$ cat config.mk
export PLATFORM = sky130hd
export DESIGN_NAME = reg_bank_dump
export DESIGN_NICKNAME = d
export VERILOG_FILES = /design/src/rtl/reg_bank_dump.sv
export SDC_FILE = /design/constraint.sdc
export NUM_CORES = 2
export LEC_CHECK = 0
export BUFFER_PORTS_ARGS = -buffer_cell sky130_fd_sc_hd__buf_2
export CORE_ASPECT_RATIO = 1.5
export CORE_MARGIN = 2
export CORE_UTILIZATION = 25
export CTS_CLUSTER_SIZE = 40
export DETAILED_ROUTE_END_ITERATION = 16
export SKIP_LAST_GASP = 1
export SYNTH_ARGS = -nofsm -noshare
export SYNTH_HDL_FRONTEND = slang
export SYNTH_SLANG_ARGS = --single-unit
$ cat constraint.sdc
create_clock -name clk -period 91.4 [get_ports clk]
set_input_delay 9.14 -clock clk [delete_from_list [all_inputs] [get_ports clk]]
set_output_delay 9.14 -clock clk [all_outputs]
set_load 0.02 [all_outputs]
$ cat src/rtl/reg_bank_dump.sv
// 32-entry register file with two combinational read ports and a valid/ready dump streamer.
// Optional same-cycle write-through to the read ports: define REGBANK_BYPASS_EN.
//
// state | meaning
// IDLE  | waiting for DumpStart
// LOAD  | fetching the first beat (r0) into DumpData
// SEND  | presenting beat DumpIndex, advancing on each handshake
// DONE  | one-cycle completion pulse, then back to IDLE
module reg_bank_dump #(
    parameter int DATA_W   = 32,
    parameter int SP_RESET = 227
) (
    input  logic              clk,
    input  logic              reset,
    input  logic              RegWrite,
    input  logic [4:0]        WriteReg,
    input  logic [DATA_W-1:0] WriteData,
    input  logic [4:0]        ReadReg1,
    input  logic [4:0]        ReadReg2,
    output logic [DATA_W-1:0] ReadData1,
    output logic [DATA_W-1:0] ReadData2,
    input  logic              DumpStart,
    input  logic              DumpReady,
    output logic              DumpValid,
    output logic [4:0]        DumpIndex,
    output logic [DATA_W-1:0] DumpData,
    output logic              DumpBusy,
    output logic              DumpDone
);

    typedef enum logic [1:0] {
        IDLE = 2'd0,
        LOAD = 2'd1,
        SEND = 2'd2,
        DONE = 2'd3
    } dump_state_t;

    logic [DATA_W-1:0] regs [32];
    dump_state_t       state, state_nxt;
    logic [4:0]        idx_nxt;
    logic [4:0]        idx_inc;
    logic [DATA_W-1:0] data_nxt;
    logic              wr_en;

    assign wr_en = RegWrite && (WriteReg != 5'd0);

    // r0 is never written, so its reset value of zero holds forever
    always_ff @(posedge clk or posedge reset) begin
        if (reset) begin
            for (int i = 0; i < 32; i++) begin
                regs[i] <= (i == 29) ? DATA_W'(SP_RESET) : '0;
            end
        end else if (wr_en) begin
            regs[WriteReg] <= WriteData;
        end
    end

`ifdef REGBANK_BYPASS_EN
    assign ReadData1 = (wr_en && (WriteReg == ReadReg1)) ? WriteData : regs[ReadReg1];
    assign ReadData2 = (wr_en && (WriteReg == ReadReg2)) ? WriteData : regs[ReadReg2];
`else
    assign ReadData1 = regs[ReadReg1];
    assign ReadData2 = regs[ReadReg2];
`endif

    always_ff @(posedge clk or posedge reset) begin
        if (reset) begin
            state     <= IDLE;
            DumpIndex <= '0;
            DumpData  <= '0;
        end else begin
            state     <= state_nxt;
            DumpIndex <= idx_nxt;
            DumpData  <= data_nxt;
        end
    end

    assign idx_inc = DumpIndex + 5'd1;

    // beats are snapshotted from pre-edge contents, so a later write never alters a presented beat
    always_comb begin
        state_nxt = state;
        idx_nxt   = DumpIndex;
        data_nxt  = DumpData;
        case (state)
            IDLE: begin
                if (DumpStart) begin
                    state_nxt = LOAD;
                    idx_nxt   = '0;
                end
            end
            LOAD: begin
                data_nxt  = regs[DumpIndex];
                state_nxt = SEND;
            end
            SEND: begin
                if (DumpReady) begin
                    if (DumpIndex == 5'd31) begin
                        state_nxt = DONE;
                    end else begin
                        idx_nxt  = idx_inc;
                        data_nxt = regs[idx_inc];
                    end
                end
            end
            DONE: begin
                state_nxt = IDLE;
            end
            default: begin
                state_nxt = IDLE;
            end
        endcase
    end

    assign DumpValid = (state == SEND);
    assign DumpBusy  = (state == LOAD) || (state == SEND);
    assign DumpDone  = (state == DONE);

endmodule

==> impl_metrics.yaml <==
hold_path:
  hold_class: "reg -> reg"
  whs_path_depth: 0
sta:
  setup_viol: 0
  fin_crit_sh: 0.2508
  hold_violations: 0
  fmax_mhz: 43.62
  finClkSkew_ns: 0.02149
  tightestPinTransition_ns: 1.260
  final.min_clock_period_ns: 22.93
  slew_viol_final: 0
  setup-tns-final_ns: 0
  rsz0062_at_grt: "false"
  slew_headroom: 0.1598
synth:
  netlist_instances: 4692
  synth_cell_types: 38
  dominantRegCellSynth: "dfrtp_1"
  avgSynthCellArea_um2: 15.36
  mappedNetlistArea_um2: 72060
  synth_fp_nets: 4751
  synth_seq_area_share: 0.3692
  async_reset_ff_frac: 1.000
  yosysWarnings: 0
  synth_commonest_cells: "mux4_2, dfrtp_1, mux2_2"
  synth-edff-count: 0
  synth_seq_cells: 1063
  yosysMostFrequentCell: "mux4_2"
  synth_area_leaders: "dfrtp_1, mux4_2, mux2_2"
  yosysTopAreaCell: "dfrtp_1"
  synth_top_area_frac: 0.3674
clocking:
  cts_buffers: 98
  htree_levels: 3
  postCtsHoldBufs: 0
  root_buffer: "clkbuf_16"
  clock_sinks: 1063
  cts_tree: "done"
  cts_buffer_depth: 3
  ctsResizeCount: 0
  clock_latency_ns: 0.74
  post-cts-setup-buffer-count: 0
  path_clk_slew_ns: 0.07
pwr:
  ir_drop_uv: 22.93
  powerDensity_nw_per_um2: 25.16
  power.leakage_uw: 0.03079
cells_and_area:
  n_fill_cell: 28842
  nets: 4531
  drive_above_1_share: 0.5906
  stdcell_count: 8329
  syn2layout_area_growth_pct: 10.77
placed_design:
  port_buffers: 155
  dp_cells: 8138
  routabilityCongestion: 0.7910
  dpl.hpwl_um: 148800
setup_path:
  worstRegToRegCells: 10
  cpPeakStageDelay_ns: 0.86
  critical_path_class: "in -> out"
  critPathArrivalTime_ns: 13.79
  slowest_stage: "buf_4"
  end_kind: "primary output"
  worst-path-buf-inv: 5
  worst_ep_required_time_ns: 82.26
  crit_family: "buffers and inverters"
  cp.depth: 8
  worst_path_most_repeated_cell: "buf_4"
  reg2reg_slack_ns: 86.34
  crit_path_start_kind: "input pin"
  cp_cell_sequence: "buf_8, buf_4, buf_4, buf_4, mux4_2, mux4_2, mux2_2, buf_2"
  worstPathMaxFanout: 64
routing:
  vias: 48487
  drt_pre_antenna_iters: 5
  wl_per_cell_um: 31.11
  vias_per_cell: 5.821
  wl_um: 259100
  remaining_drc_errors: 0
  ant_nets: 0
  drtIter0Drc: 4977
floorplan:
  dieArea_um2: 292600
  num_io_pins: 156
  die_h_um: 661.5
  die-width_um: 442.4
  rows: 241
  initial_core_util: 0.2510
  core_area_um2: 287100
global_route:
  overflow: 0
  grt_pass1_wl_um: 373900
  antenna_found_initial: 51
  grt_usage: 0.1740
  grt_pass1_vias: 50543
  grt_max_degree: 151
run_status:
  outcome: "finished, final reports clean"
flow_run:
  cap_violations: 0
-- placed cells by master (no fill, tap or decap), types with 12 or more instances in the layout --
cell type  count
a211oi_1     156
nand3_1       36
bufinv_16     13
inv_1        131
clkinv_2      18
mux4_2      1153
buf_4         97
buf_2        145
o221ai_1      32
clkbuf_16     98
mux2i_1       95
nor2_4        16
dfrtp_1     1054
nor2b_1       65
clkbuf_8      18
o22ai_1       64
nand2_1      104
nand2_4       15
nor2_1        38
a21oi_1       35
clkbuf_1      12
mux2_2      1056
-- flip-flops by register name, indices dropped and copies added (netlist names) --
signal	flops
DumpIndex	5
DumpData	32
state	2
regs	1024
-- cells by family (layout without fill, tap and decap cells) --
family | count (synthesis) | after routing | share of synthesized area
other | 0 | 10 | 0
AOI/OAI and AO/OA | 303 | 303 | 0.02940
muxes | 2304 | 2304 | 0.5386
and+or+nand+nor | 307 | 307 | 0.02032
adders and majority gates | 7 | 7 | 0.001215
xor gates and xnor gates | 2 | 2 | 0.0002431
buffers and inverters | 706 | 567 | 0.04098
DFF | 1063 | 1063 | 0.3692
-- per-stage QoR --
stage / utilization / instance area, µm² / setup slack (ns) / hold slack, ns / power (µW)
4_1_cts: 0.2780 / 79800 / 68.27 / 0.4382 / 2014
6_report: 0.2781 / 79820 / 68.47 / 0.4362 / 2008
3_3_place_gp: 0.2659 / 76320 / 68.34 / 0.4108 / 1537
5_1_grt: 0.2780 / 79810 / 68.04 / 0.4557 / 2094
3_5_place_dp: 0.2659 / 76320 / 68.28 / 0.4229 / 1555
2_1_floorplan: - / 72060 / 52.35 / 0.4738 / 1294
-- final timing paths --
| path | to | from |
|---|---|---|
| worst min-delay path | regs[999] | regs[999] |
| worst max-delay path | ReadData2[21] | ReadReg2[0] |
| min in group asynchronous | regs[947] | reset |
| max in group asynchronous | regs[807] | reset |
| worst min register to register | regs[999] | regs[999] |
| worst max register to register | DumpData[16] | DumpIndex[0] |
-- per-layer routing --
layer,vias up,share of wire,track usage
met4,20,0.058,0.09480
met1,26514,0.38,0.2167
li1,18513,-,-
met3,659,0.086,0.03617
met2,2781,0.48,0.2827
met5,-,0.00050,0
-- worst reg2reg max path, stage by stage, from the launching register on --
cell and delay, ns:
dfrtp_4 0.54, buf_4 0.47, buf_12 0.66, buf_4 0.79
buf_4 0.84, mux4_2 0.64, nor2b_1 0.14, a211oi_1 0.45
a211oi_1 0.10, a21oi_1 0.17, nand3_1 0.10
-- cell type report --
type / instances / area, µm² / area share
multi-input combinational: 2923 / 42840 / 0.5368
antenna: 10 / 25.02 / 0.0003135
inverter: 133 / 506.7 / 0.006348
timing repair buffer: 253 / 1637 / 0.02050
sequential: 1063 / 26620 / 0.3335
tap: 3766 / 4712 / 0.05903
clock inverter: 53 / 728.2 / 0.009123
clock buffer: 128 / 2745 / 0.03439
-- power by group --
group | total [µW] | switching [µW] | leakage (µW) | internal, µW
sequential | 691 | 127 | 0.0136 | 564
clock | 458 | 207 | 0.00170 | 251
combinational | 859 | 419 | 0.0155 | 440
total | 2010 | 752 | 0.0308 | 1260
Power figures use the tool's default switching activity.
